--- src/rtl/audio_capture_pkg.sv ---
`default_nettype none
// ============================================================================
// audio_capture_pkg : state type and channel/byte-enable constants
// Revision: 1.0
// ============================================================================
package audio_capture_pkg;

  typedef enum logic [1:0] {
    IDLE    = 2'd0,
    ARMED   = 2'd1,
    CAPTURE = 2'd2,
    DONE    = 2'd3
  } capture_state_t;

  localparam logic [1:0] CH_LEFT        = 2'd0;
  localparam logic [1:0] CH_RIGHT       = 2'd1;
  localparam logic [7:0] BYTEENABLE_ALL = 8'hFF;

endpackage
`default_nettype wire

--- src/rtl/audio_capture_writer_stereo_word_packer.sv ---
`default_nettype none
// ============================================================================
// stereo_word_packer : pairs a held left sample with the next right sample
// Revision: 1.0
// ============================================================================
module stereo_word_packer
  import audio_capture_pkg::*;
#(
  parameter int SAMPLE_WIDTH = 32
) (
  input  logic                      clk,
  input  logic                      reset,
  input  logic                      clear,
  input  logic                      enable,
  input  logic                      armed,
  input  logic                      sample_valid,
  input  logic [1:0]                sample_channel,
  input  logic [SAMPLE_WIDTH-1:0]   sample_data,
  output logic                      pair_valid,
  output logic [2*SAMPLE_WIDTH-1:0] pair_word,
  output logic                      sync_error
);

  logic [SAMPLE_WIDTH-1:0] r_left;
  logic                    r_held;
  logic                    w_take_left;
  logic                    w_take_right;

  // While armed, right samples are not yet meaningful and are dropped quietly.
  assign w_take_left  = enable && sample_valid && (sample_channel == CH_LEFT);
  assign w_take_right = enable && !armed && sample_valid && (sample_channel == CH_RIGHT);

  assign pair_valid = w_take_right && r_held;
  assign pair_word  = {sample_data, r_left};
  assign sync_error = (w_take_left && r_held) || (w_take_right && !r_held);

  always_ff @(posedge clk) begin
    if (reset) begin
      r_left <= '0;
      r_held <= 1'b0;
    end else if (clear) begin
      r_held <= 1'b0;
    end else if (w_take_left) begin
      r_left <= sample_data;
      r_held <= 1'b1;
    end else if (pair_valid) begin
      r_held <= 1'b0;
    end
  end

endmodule
`default_nettype wire

--- src/rtl/audio_capture_writer.sv ---
`default_nettype none
// ============================================================================
// audio_capture_writer : packs stereo Avalon-ST audio into 64-bit memory writes
// Revision: 1.0
// ============================================================================
module audio_capture_writer
  import audio_capture_pkg::*;
#(
  parameter int ADDR_WIDTH   = 13,
  parameter int DEPTH        = 8192,
  parameter int SAMPLE_WIDTH = 32,
  parameter int CIRCULAR     = 0
) (
  input  logic                      clk,
  input  logic                      reset,
  input  logic [SAMPLE_WIDTH-1:0]   avalon_sink_data,
  input  logic [1:0]                avalon_sink_channel,
  input  logic                      avalon_sink_valid,
  input  logic                      start,
  input  logic                      stop,
  input  logic [ADDR_WIDTH:0]       capture_words,
  output logic [ADDR_WIDTH-1:0]     address,
  output logic [7:0]                byteenable,
  output logic                      chipselect,
  output logic                      write,
  output logic [2*SAMPLE_WIDTH-1:0] writedata,
  output logic                      clken,
  output logic                      busy,
  output logic                      done,
  output logic                      wrapped,
  output logic                      sync_err,
  output logic [ADDR_WIDTH:0]       words_written
);

  localparam logic [ADDR_WIDTH:0]   c_depth_words = (ADDR_WIDTH+1)'(DEPTH);
  localparam logic [ADDR_WIDTH-1:0] c_last_addr   = ADDR_WIDTH'(DEPTH - 1);
  localparam bit                    c_circular    = (CIRCULAR != 0);

  capture_state_t r_state;
  capture_state_t w_next_state;

  logic [ADDR_WIDTH-1:0]     r_pointer;
  logic [ADDR_WIDTH:0]       r_words;
  logic [ADDR_WIDTH:0]       r_target;
  logic                      r_write;
  logic [2*SAMPLE_WIDTH-1:0] r_writedata;
  logic                      r_done;
  logic                      r_wrapped;
  logic                      r_sync_err;

  logic                      w_busy;
  logic                      w_start_accept;
  logic                      w_stop_accept;
  logic                      w_final_write;
  logic [ADDR_WIDTH:0]       w_words_inc;
  logic                      w_pack_enable;
  logic                      w_pack_clear;
  logic                      w_pair_valid;
  logic [2*SAMPLE_WIDTH-1:0] w_pair_word;
  logic                      w_sync_error;

  assign w_busy         = (r_state == ARMED) || (r_state == CAPTURE);
  assign w_start_accept = start && !w_busy;
  assign w_stop_accept  = stop && w_busy;
  assign w_words_inc    = r_words + (ADDR_WIDTH+1)'(1);

  // The cycle that writes the last one-shot word already belongs to the
  // finished capture: samples arriving in it are ignored.
  assign w_final_write  = !c_circular && r_write && (r_state == CAPTURE) &&
                          (w_words_inc == r_target);
  assign w_pack_enable  = w_busy && !w_final_write;
  assign w_pack_clear   = w_stop_accept || w_start_accept;

  stereo_word_packer #(
    .SAMPLE_WIDTH (SAMPLE_WIDTH)
  ) u_packer (
    .clk            (clk),
    .reset          (reset),
    .clear          (w_pack_clear),
    .enable         (w_pack_enable),
    .armed          (r_state == ARMED),
    .sample_valid   (avalon_sink_valid),
    .sample_channel (avalon_sink_channel),
    .sample_data    (avalon_sink_data),
    .pair_valid     (w_pair_valid),
    .pair_word      (w_pair_word),
    .sync_error     (w_sync_error)
  );

  always_ff @(posedge clk) begin
    if (reset) begin
      r_state <= IDLE;
    end else begin
      r_state <= w_next_state;
    end
  end

  always_comb begin
    w_next_state = r_state;
    unique case (r_state)
      IDLE, DONE: begin
        if (start) begin
          w_next_state = ARMED;
        end
      end
      ARMED: begin
        if (stop) begin
          w_next_state = DONE;
        end else if (avalon_sink_valid && (avalon_sink_channel == CH_LEFT)) begin
          w_next_state = CAPTURE;
        end
      end
      CAPTURE: begin
        if (stop || w_final_write) begin
          w_next_state = DONE;
        end
      end
      default: w_next_state = IDLE;
    endcase
  end

  always_ff @(posedge clk) begin
    if (reset) begin
      r_pointer   <= '0;
      r_words     <= '0;
      r_target    <= '0;
      r_write     <= 1'b0;
      r_writedata <= '0;
      r_done      <= 1'b0;
      r_wrapped   <= 1'b0;
      r_sync_err  <= 1'b0;
    end else begin
      r_write <= w_pair_valid;
      if (w_pair_valid) begin
        r_writedata <= w_pair_word;
      end

      if (w_start_accept) begin
        r_pointer  <= '0;
        r_words    <= '0;
        r_done     <= 1'b0;
        r_wrapped  <= 1'b0;
        r_sync_err <= 1'b0;
        r_target   <= (capture_words == '0) ? c_depth_words : capture_words;
      end else begin
        if (r_write) begin
          r_pointer <= r_pointer + ADDR_WIDTH'(1);
          if (c_circular && (r_pointer == c_last_addr)) begin
            r_wrapped <= 1'b1;
          end
          // Continuous capture saturates the count once memory is full.
          if (!c_circular || (r_words != c_depth_words)) begin
            r_words <= w_words_inc;
          end
        end
        if (w_sync_error) begin
          r_sync_err <= 1'b1;
        end
        if (w_busy && (w_next_state == DONE)) begin
          r_done <= 1'b1;
        end
      end
    end
  end

  assign address       = r_pointer;
  assign byteenable    = BYTEENABLE_ALL;
  assign chipselect    = r_write;
  assign write         = r_write;
  assign writedata     = r_writedata;
  assign clken         = 1'b1;
  assign busy          = w_busy;
  assign done          = r_done;
  assign wrapped       = r_wrapped;
  assign sync_err      = r_sync_err;
  assign words_written = r_words;

endmodule
`default_nettype wire

--- config.mk ---
export PLATFORM = sky130hd
export DESIGN_NAME = audio_capture_writer
export DESIGN_NICKNAME = d
export VERILOG_FILES = /design/src/rtl/audio_capture_pkg.sv /design/src/rtl/audio_capture_writer_stereo_word_packer.sv /design/src/rtl/audio_capture_writer.sv
export SDC_FILE = /design/constraint.sdc
export NUM_CORES = 1
export LEC_CHECK = 0
export BUFFER_PORTS_ARGS = -buffer_cell sky130_fd_sc_hd__buf_2
export CELL_PAD_IN_SITES_DETAIL_PLACEMENT = 1
export CELL_PAD_IN_SITES_GLOBAL_PLACEMENT = 1
export CORE_MARGIN = 2
export CORE_UTILIZATION = 44
export DETAILED_ROUTE_END_ITERATION = 7
export PLACE_DENSITY_LB_ADDON = 0.1
export SLEW_MARGIN = 20
export SYNTH_ARGS = -nofsm -noshare
export SYNTH_HDL_FRONTEND = slang
export SYNTH_SLANG_ARGS = --single-unit
--- constraint.sdc ---
create_clock -name clk -period 7 [get_ports clk]
set_clock_uncertainty 0.15 [all_clocks]
set_input_delay 0.7 -clock clk [delete_from_list [all_inputs] [get_ports clk]]
set_output_delay 0.7 -clock clk [all_outputs]
set_load 0.03 [all_outputs]
==> run_results.csv, run 1 <==
group,metric,value,unit
outcome,outcome,"finished, final reports clean",
placement,placedInstanceArea,0.007173,mm²
synth,synthCells,650,
pwr,pwr-share-seq,41.1,%
critical_path,classification_of_the_worst_setup_path,"register to register",
timing,tightest_pin_transition,1.027,ns
clocking,clk_transition_reported_paths,0.06,ns
pwr,switching_power_share_of_the_total,25.31,%
synth,synth_cell_type_count,50,
synth,ys_seq_elements,143,
cells_and_area,num_antenna_cells,0,
floorplanning,floorplan_row_count,44,
cells_and_area,share_of_post_route_cells_with_drive_strength_above_1,24.24,%
placement,numPlacedInstances,944,
pwr,share_clk_of_total_power,47.0,%
pwr,switchingPower,0.5377,mW
cells_and_area,num-nets-final,837,
synth,netlist_area,0.006417,mm²
cells_and_area,post-route-cell-area,0.007828,mm²
floorplanning,die_width,124.8,µm
grt,grt_pass1_vias,5244,
clocking,cts-buffers-inserted,17,
critical_path,critical_path.max_fanout,15,
grt,grt_max_degree,136,
synth,async_flop_share,0,%
critical_path,cp.arrival,3.92,ns
critical_path,crit_slowest_cell,"nand3_1",
synth,synthesis.yosys.warnings,0,
placement,port-buffer-count,148,
timing,totalNegativeSetupSlack,0,ns
timing,grt_setup_unrepaired,"false",
clocking,clock_tree.root_cell,"clkbuf_16",
grt,antenna_found_initial,1,
grt,grt_pass1_wl,25960,µm
routing,routed_wl,15990,µm
pwr,power_leakage,3.397,nW
critical_path,critical_path.max_stage_delay,0.85,ns
worst_hold_path,holdCritPathClass,"register to register",
timing,final.min_clock_period,3.753,ns
clocking,clock_network_latency_to_the_later_pin_of_the_worst_skew_pair,0.42,ns
clocking,number_of_post_cts_setup_repair_buffers,0,
placement,gpl.final_weighted_congestion,0.8293,
critical_path,critPathRequiredTime,7.17,ns
synth,ys_dominant_reg_cell,"dfxtp_1",
timing,maxClockFrequency,266.5,MHz
timing,hold_viol_final,0,
critical_path,minimum_setup_slack_among_reg_to_reg_paths,3.25,ns
floorplanning,fp.dieH,124.8,µm
critical_path,critPathTopFamily,"simple AND/OR/NAND/NOR gates",
clocking,cts_buffer_depth,2,
cells_and_area,top_library_cells_by_usage_in_the_layout_fill_and_taps_aside,"buf_2 (148), dfxtp_1 (143), nand2b_1 (130), mux2i_1 (98), nor2_1 (41)",
timing,timing.final.max_slew_violations,0,
floorplanning,design.portCount,159,
critical_path,critical_path.startpoint_type,"register",
floorplanning,placeableCoreArea,0.01437,mm²
pwr,ir_worst_vdd,0.1957,mV
pwr,power_density,271.4,mW/mm²
routing,detailedRoute.firstIterationViolations,266,
pwr,intPower,1.587,mW
pwr,power.combinational.fraction,12.0,%
cells_and_area,mostFrequentLayoutCell,"buf_2",
placement,hpwl,11110,µm
grt,overflow,0,
timing,final.period_utilization,53.61,%
synth,number_of_enable_flip_flop_cells_after_synthesis,0,
timing,relSlewSlack,31.32,%
routing,vias_per_cell,5.118,
grt,global_route.usage.total,20.58,%
synth,synth_area_per_cell,9.873,µm²
floorplanning,fp.dieArea,0.01557,mm²
clocking,tritoncts,"built",
routing,post-route-drc-count,0,
floorplanning,initial_standard_cell_utilization_of_the_core,44.66,%
clocking,cts_sinks,143,
timing,report.final.setup_viol,0,
clocking,ctsHoldBuffers,0,
flow_run,max-cap-violations,0,
critical_path,timing.critical_path.buf_inv,0,
clocking,htree_levels,4,
routing,antenna_left,0,
cells_and_area,layoutNonFillerInstCount,976,
routing,detail_route.wl_per_cell,16.39,µm
synth,seq_area_frac_synth,44.61,%
cells_and_area,area_delta_synth_final,21.97,%
clocking,post_cts_resize_count,0,
routing,drt_pre_antenna_iters,4,
critical_path,crit_path_cells,"ha_1, nand4_1, o21ai_0, a21oi_1, a2111oi_1, nand4_4, nand3_1, mux2i_1",
routing,vias,4995,
critical_path,end_kind,"register",
synth_stat cells (3+ instances only):
master    instances  area, µm²
mux2i_1          98      980.9
buf_4            13      97.59
xnor2_1          18      157.7
xor2_1           20      175.2
or3_1             4      25.02
a21oi_1          16      80.08
nand3_1          16      80.08
clkbuf_1         23      86.33
nor3_1            4      20.02
ha_1              5      62.56
nor2_1           41      153.9
buf_2            10      50.05
or4_1             3      22.52
nor2b_1           3      18.77
nand4_1          12      75.07
dfxtp_1         143       2863
nand2b_1        130      813.3
and3_1            4      25.02
inv_1             9      33.78
nor4_1            3      18.77
a22o_1           10      87.58
and4_1            3      26.28
buf_6             3      33.78
o21ai_0          11      55.05
nand2_1          17      63.81
worst reg2reg max path, cell delays in order, from the launching register on:
cell	delay, ns
dfxtp_1	0.50
ha_1	0.33
nand4_1	0.30
o21ai_0	0.26
a21oi_1	0.09
a2111oi_1	0.59
nand4_4	0.27
nand3_1	0.85
mux2i_1	0.30
final cells by class:
type                            instances  area, µm²
Sequential cell                       143       2863
Timing Repair Buffer                  151      763.2
Clock buffer                           19      442.9
Clock inverter                         13      210.2
Tap cell                              184      230.2
Multi-Input combinational cell        456       3281
Fill cell                            1636       6541
Inverter                               10      37.54
kinds of logic (layout without fill, tap and decap cells):
group	count (synthesis)	in the layout	share of synthesized area, %
other	2	10	0.1170
buffers and inverters	59	193	4.757
DFF	143	143	44.61
and+or+nand+nor	248	248	22.64
adders and majority gates	5	5	0.9748
xor gates and xnor gates	38	38	5.186
AOI/OAI and AO/OA	56	56	6.259
muxes	99	99	15.46
power groups by stage:
stage	Combinational, mW	Sequential, mW	Clock [mW]
3_5_place_dp	0.255	0.889	0
5_1_grt	0.282	0.874	1.05
4_1_cts	0.257	0.872	1.02
3_3_place_gp	0.248	0.887	0
2_1_floorplan	0.189	0.883	0
6_report	0.254	0.872	0.998
sequential cells by signal, indices dropped and copies added (netlist names):
signal / count
chipselect: 1
u_packer.r_left: 32
sync_err: 1
u_packer.r_held: 1
address: 13
r_target: 14
words_written: 14
r_state: 2
done: 1
writedata: 64
final timing paths:
check	start	end	depth (start not counted)
max	words_written[0]	u_packer.r_left[11]	8
max reg2reg	words_written[0]	u_packer.r_left[11]	8
min reg2reg	sync_err	sync_err	2
min	sync_err	sync_err	2
per-layer routing:
layer / part of all wire [%] / vias up / GRT usage, %
met1: 44 / 2409 / 24.72
met3: 5.2 / 22 / 6.572
met2: 49 / 114 / 35.00
met4: 1.5 / 2 / 6.477
li1: - / 2448 / -
met5: 0.081 / - / 0
per-stage QoR:
stage / hold slack (ns) / worst slack [ns] / total power, mW / utilization (%)
after floorplan: 0.2981 / 3.817 / 1.072 / -
after global placement: 0.3019 / 3.528 / 1.135 / 49.92
after detailed placement: 0.3096 / 3.257 / 1.144 / 49.92
after CTS: 0.3248 / 3.207 / 2.146 / 54.47
after global routing: 0.3387 / 2.951 / 2.209 / 54.48
final: 0.3192 / 3.247 / 2.124 / 54.48
Note: power is estimated with default switching activity, not from simulation.
==> inputs of run 2 (changes only) <==
--- a/config.mk
+++ b/config.mk
@@ -9,7 +9,7 @@
 export CELL_PAD_IN_SITES_DETAIL_PLACEMENT = 1
 export CELL_PAD_IN_SITES_GLOBAL_PLACEMENT = 1
 export CORE_MARGIN = 2
-export CORE_UTILIZATION = 44
+export CORE_UTILIZATION = 37
 export DETAILED_ROUTE_END_ITERATION = 7
 export PLACE_DENSITY_LB_ADDON = 0.1
 export SLEW_MARGIN = 20
==> constraint.sdc (replaced) <==
create_clock -name clk -period 3.3 [get_ports clk]
set_clock_uncertainty 0.15 [all_clocks]
set_input_delay 0.33 -clock clk [delete_from_list [all_inputs] [get_ports clk]]
set_output_delay 0.33 -clock clk [all_outputs]
set_load 0.03 [all_outputs]
==> run 2 against run 1 <==
  * Sequential share of layout area shrank 1.1 points
  * Cell count up 6.3%
  * Via count increased by 1.5%
  * Clock-buffer cell count did not move
  * Utilization is 7.4 points lower
  * Clock power up 95%
  * Sequential power rose by 110%
  * Routed wire length up 6.2%
  * Non-clock buffer count is 19 higher
  * Maximum frequency grew 24%
  * Design area is 3.0% higher
  * Critical path type unchanged
==> run_results.csv, run 2 (same netlist as run 1, synthesis figures left out) <==
group,metric,value,unit
cells_and_area,area.sequential,0.002863,mm²
grt,antenna_found_initial,0,
outcome,outcome,"finished, final reports clean",
flow_run,max-cap-violations,0,
timing,final.period_utilization,91.99,%
routing,routed_wl,16990,µm
cells_and_area,multiInputGateArea,0.003293,mm²
critical_path,critical_path.startpoint_type,"register",
critical_path,end_kind,"register",
critical_path,critical_path.max_stage_delay,0.47,ns
cells_and_area,area_delta_synth_final,25.66,%
floorplanning,initial_standard_cell_utilization_of_the_core,37.49,%
timing,totalNegativeSetupSlack,0,ns
routing,drt_pre_antenna_iters,4,
pwr,ir_worst_vdd,0.3663,mV
clocking,cts_sinks,143,
timing,tightest_pin_transition,0.9778,ns
grt,grt_pass1_vias,5268,
worst_hold_path,worst_hold_startpoint,"capture_words[1]",
worst_hold_path,timing.hold.worst_endpoint,"r_target[1]",
routing,vias,5072,
routing,vias_per_cell,4.891,
timing,timing.final.max_slew_violations,0,
cells_and_area,share_of_post_route_cells_with_drive_strength_above_1,25.03,%
grt,grt_max_degree,128,
timing,report.final.setup_viol,0,
cells_and_area,num-fill-cells,1985,
clocking,clk_transition_reported_paths,0.06,ns
cells_and_area,top_library_cells_by_usage_in_the_layout_fill_and_taps_aside,"buf_2 (148), dfxtp_1 (143), nand2b_1 (130), mux2i_1 (98), nor2_1 (41)",
floorplanning,placeableCoreArea,0.01712,mm²
clocking,clock_network_latency_to_the_later_pin_of_the_worst_skew_pair,0.41,ns
timing,relSlewSlack,34.81,%
placement,port-buffer-count,148,
routing,detail_route.wl_per_cell,16.38,µm
worst_hold_path,worstHoldPathCells,2,
routing,antenna_left,0,
clocking,tritoncts,"built",
timing,grt_setup_unrepaired,"false",
pwr,design_power_total,4.365,mW
floorplanning,fp.dieH,135.7,µm
critical_path,minimum_setup_slack_among_reg_to_reg_paths,0.26,ns
placement,gpl.final_weighted_congestion,0.8239,
floorplanning,fp.dieArea,0.01841,mm²
cells_and_area,mostFrequentLayoutCell,"buf_2",
timing,maxClockFrequency,329.4,MHz
cells_and_area,num-nets-final,856,
critical_path,worstReg2RegEnd,"writedata[11]",
critical_path,cp.arrival,3.21,ns
floorplanning,die_width,135.7,µm
grt,global_route.usage.total,18.75,%
timing,final.min_clock_period,3.036,ns
clocking,cts-buffers-inserted,17,
critical_path,crit_slowest_cell,"or4_1",
critical_path,classification_of_the_worst_setup_path,"register to register",
placement,hpwl,11870,µm
grt,grt_pass1_wl,26990,µm
routing,post-route-drc-count,0,
worst_hold_path,holdCritPathClass,"input port to register",
timing,hold_viol_final,0,
pwr,power_density,541.3,mW/mm²
critical_path,number_of_cell_instances_on_the_worst_register_to_register_path,10,
critical_path,critical_path.max_fanout,24,
clocking,cts_buffer_depth,2,
grt,overflow,0,
critical_path,crit_path_cells,"ha_2, nand4_1, buf_4, or4_1, a21oi_1, a2111oi_2, nand4_4, and4_4, buf_16, mux2i_1",
critical_path,critical_path.reg2reg.startpoint,"words_written[1]",
pwr,power_leakage,3.491,nW
clocking,htree_levels,4,
clocking,clock_tree.root_cell,"clkbuf_16",
floorplanning,design.portCount,159,
timing,fin_worst_hold_slack,0.02072,ns
cells_and_area,largest_reg_flops,64,
critical_path,critPathRequiredTime,3.47,ns
floorplanning,floorplan_row_count,48,
routing,detailedRoute.firstIterationViolations,186,
-- run 2: cell count changes in the layout (fill, tap and decap cells not counted), moves of 2 or more --
| cell | delta |
|---|---|
| buf_4 | +6 |
| bufinv_16 | -2 |
| buf_12 | +2 |
| clkinvlp_4 | -2 |
| dlygate4sd3_1 | +9 |
| clkinv_4 | +2 |
| clkinv_2 | +2 |
-- run 2: timing repair --
item / in CTS / in global routing
hold buffers: 9 / 0
resized for setup: 0 / 4
hold endpoints to repair: 9 / 0
buffers inserted: 0 / 0
endpoints found under the setup margin: 0 / 65
-- run 2: routing by layer --
layer | share of wire (%) | routed length [µm] | vias to the layer above | track usage, %
met1 | 42 | 7113 | 2458 | 21.32
met3 | 7.3 | 1240 | 9 | 7.407
met5 | 0 | 0 | - | 0
met2 | 50 | 8488 | 109 | 32.49
li1 | - | - | 2496 | -
met4 | 0.84 | 143 | 0 | 5.440
-- run 2: where the power goes --
group,switching [mW],leakage [nW],internal (mW)
Combinational,0.344,2.04,0.220
Sequential,0.0613,1.15,1.79
Clock,0.755,0.295,1.19
Total,1.16,3.49,3.20
-- run 2: worst max path at each step --
stage	start	to	slack, ns	cells after the start
floorplan	words_written[0]	writedata[27]	0.12	11
global placement	words_written[5]	writedata[12]	0.37	8
detailed placement	words_written[1]	writedata[32]	0.20	10
CTS	words_written[1]	writedata[11]	0.14	10
global route	words_written[1]	writedata[11]	0.09	10
finish	words_written[1]	writedata[11]	0.26	10
-- run 2: through the flow --
stage          instance area, µm²  utilization [%]  setup slack [ns]  instances
5_1_grt                      8061            47.10           0.08827       1036
2_1_floorplan                6447                -            0.1173        658
6_report                     8064            47.11            0.2642       1037
4_1_cts                      8015            46.83            0.1367       1035
3_5_place_dp                 7330            42.82            0.2036        994
3_3_place_gp                 7330            42.82            0.3686        994
-- run 2: layout make-up --
cell class | instances | share of cell area, %
multi-input cells | 456 | 40.84
flip-flops and latches | 143 | 35.50
repair buffers | 170 | 12.29
clock buffers | 19 | 5.369
well taps | 225 | 3.491
clock inverters | 13 | 2.017
inverters | 10 | 0.4655
diodes | 1 | 0.03103
-- run 2: worst max-delay path, delay by kind of cell (launching register included) --
kind,cells,cell delay (ns)
buffers and inverters,2,0.42
adders and majority gates,1,0.29
muxes,1,0.26
AOI/OAI and AO/OA,2,0.26
and+or+nand+nor,4,1.08
DFF,1,0.46
==> inputs of run 3 (changes only) <==
--- a/config.mk
+++ b/config.mk
@@ -8,7 +8,6 @@
 export BUFFER_PORTS_ARGS = -buffer_cell sky130_fd_sc_hd__buf_2
 export CELL_PAD_IN_SITES_DETAIL_PLACEMENT = 1
 export CELL_PAD_IN_SITES_GLOBAL_PLACEMENT = 1
-export CORE_MARGIN = 2
 export CORE_UTILIZATION = 37
 export DETAILED_ROUTE_END_ITERATION = 7
 export PLACE_DENSITY_LB_ADDON = 0.1
==> run 3 against run 2 <==
  * First-iteration DRC count is 25% lower
  * Clock-buffer cell count is 3 higher
  * Clock power is 8% higher
  * Design area is 0.42% higher
  * Critical endpoint is now writedata[5]
==> run_results.csv, run 3 (same netlist as run 1, synthesis figures left out) <==
group,metric,value,unit
worst_hold_path,holdCritPathClass,"input port to register",
cells_and_area,largest_reg_flops,64,
cells_and_area,share_of_post_route_cells_with_drive_strength_above_1,25.31,%
routing,detail_route.wl_per_cell,16.20,µm
routing,antenna_left,0,
critical_path,end_kind,"register",
clocking,clock_network_latency_to_the_later_pin_of_the_worst_skew_pair,0.41,ns
grt,grt_max_degree,82,
placement,gpl.final_weighted_congestion,0.8872,
floorplanning,fp.dieH,133.7,µm
grt,grt_pass1_vias,5418,
floorplanning,initial_standard_cell_utilization_of_the_core,38.29,%
floorplanning,die_width,133.7,µm
grt,grt_pass1_wl,27050,µm
cells_and_area,mostFrequentLayoutCell,"buf_2",
pwr,ir_worst_vdd,0.3518,mV
clocking,cts_buffer_depth,2,
pwr,power_leakage,3.526,nW
grt,antenna_found_initial,1,
routing,routed_wl,16760,µm
clocking,clock_tree.root_cell,"clkbuf_16",
floorplanning,fp.dieArea,0.01787,mm²
timing,relSlewSlack,31.34,%
critical_path,cp.arrival,3.25,ns
routing,vias,5105,
cells_and_area,layoutNonFillerInstCount,1035,
timing,tightest_pin_transition,1.030,ns
routing,drt_pre_antenna_iters,4,
cells_and_area,top_library_cells_by_usage_in_the_layout_fill_and_taps_aside,"buf_2 (148), dfxtp_1 (142), nand2b_1 (130), mux2i_1 (98), nor2_1 (41)",
floorplanning,design.portCount,159,
timing,final.min_clock_period,3.077,ns
critical_path,classification_of_the_worst_setup_path,"register to register",
cells_and_area,post-route-cell-area,0.008098,mm²
flow_run,max-cap-violations,0,
clocking,tritoncts,"built",
grt,overflow,0,
clocking,number_of_post_cts_setup_repair_buffers,0,
critical_path,critPathRequiredTime,3.48,ns
clocking,htree_levels,4,
critical_path,critical_path.startpoint_type,"register",
routing,post-route-drc-count,0,
placement,hpwl,11980,µm
cells_and_area,area_delta_synth_final,26.18,%
clocking,cts-buffers-inserted,17,
grt,global_route.usage.total,19.29,%
critical_path,number_of_cell_instances_on_the_worst_register_to_register_path,9,
timing,maxClockFrequency,325.0,MHz
timing,hold_viol_final,0,
floorplanning,placeableCoreArea,0.01676,mm²
cells_and_area,num-nets-final,861,
worst_hold_path,worstHoldPathCells,2,
placement,numPlacedInstances,995,
floorplanning,floorplan_row_count,47,
pwr,power_density,559.3,mW/mm²
outcome,outcome,"finished, final reports clean",
timing,grt_setup_unrepaired,"false",
timing,final.period_utilization,93.23,%
timing,report.final.setup_viol,0,
routing,detailedRoute.firstIterationViolations,140,
timing,timing.final.max_slew_violations,0,
routing,vias_per_cell,4.932,
clocking,clk_transition_reported_paths,0.06,ns
clocking,cts_sinks,143,
timing,totalNegativeSetupSlack,0,ns
placement,placedInstanceArea,0.007356,mm²
placement,port-buffer-count,148,
critical_path,critical_path.max_fanout,48,
-- run 3: path summary, 6_finish.rpt --
path | from | to | slack, ns
setup / recovery | words_written[1] | writedata[5] | 0.22
hold / removal | capture_words[4] | r_target[4] | 0.03
setup reg to reg | words_written[1] | writedata[5] | 0.22
hold reg to reg | done | done | 0.32
-- run 3: repair_timing --
| item | in CTS | in global routing |
|---|---|---|
| hold buffers | 9 | 0 |
| endpoints found under the hold margin | 9 | 0 |
| setup endpoints to repair | 0 | 48 |
| resized for setup | 0 | 1 |
-- run 3: critical path, cell delays in order, from the launching register on --
cell      delay (ns)
dfxtp_2         0.39
ha_1            0.18
nand4_1         0.16
buf_4           0.20
o32a_1          0.29
o22ai_1         0.16
a211oi_1        0.11
nand4_4         0.16
and4_4          0.80
mux2i_1         0.32
-- run 3: per-stage QoR --
| stage | power (mW) | hold slack (ns) | setup WS [ns] | utilization, % |
|---|---|---|---|---|
| after global routing | 4.720 | 0.03081 | 0.05304 | 48.30 |
| after detailed placement | 2.451 | 0.3146 | 0.1097 | 43.89 |
| after floorplan | 2.273 | 0.2886 | 0.1173 | - |
| after CTS | 4.584 | 0.006175 | 0.07580 | 48.29 |
| after global placement | 2.435 | 0.3047 | 0.2796 | 43.89 |
| final | 4.529 | 0.02981 | 0.2233 | 48.32 |
-- run 3: layout make-up --
type / instances / area, µm²
Tap cell: 220 / 275.3
Sequential cell: 143 / 2864
Fill cell: 1946 / 8662
Clock inverter: 8 / 153.9
Timing Repair Buffer: 175 / 991.0
Clock buffer: 22 / 494.2
Antenna cell: 1 / 2.502
Inverter: 10 / 37.54
Multi-Input combinational cell: 456 / 3279
-- run 3: routing by layer --
layer	vias to the layer above	GRT usage, %	wire length [µm]
li1	2494	-	-
met1	2472	22.42	7346
met2	122	33.13	8289
met3	17	5.936	883
met4	0	7.260	242
met5	-	0	0
-- run 3: where the power goes --
part	internal (mW)	switching, mW	leakage [nW]
logic	0.226	0.347	2.06
registers	1.79	0.0605	1.15
clock network	1.36	0.741	0.314
total	3.38	1.15	3.53
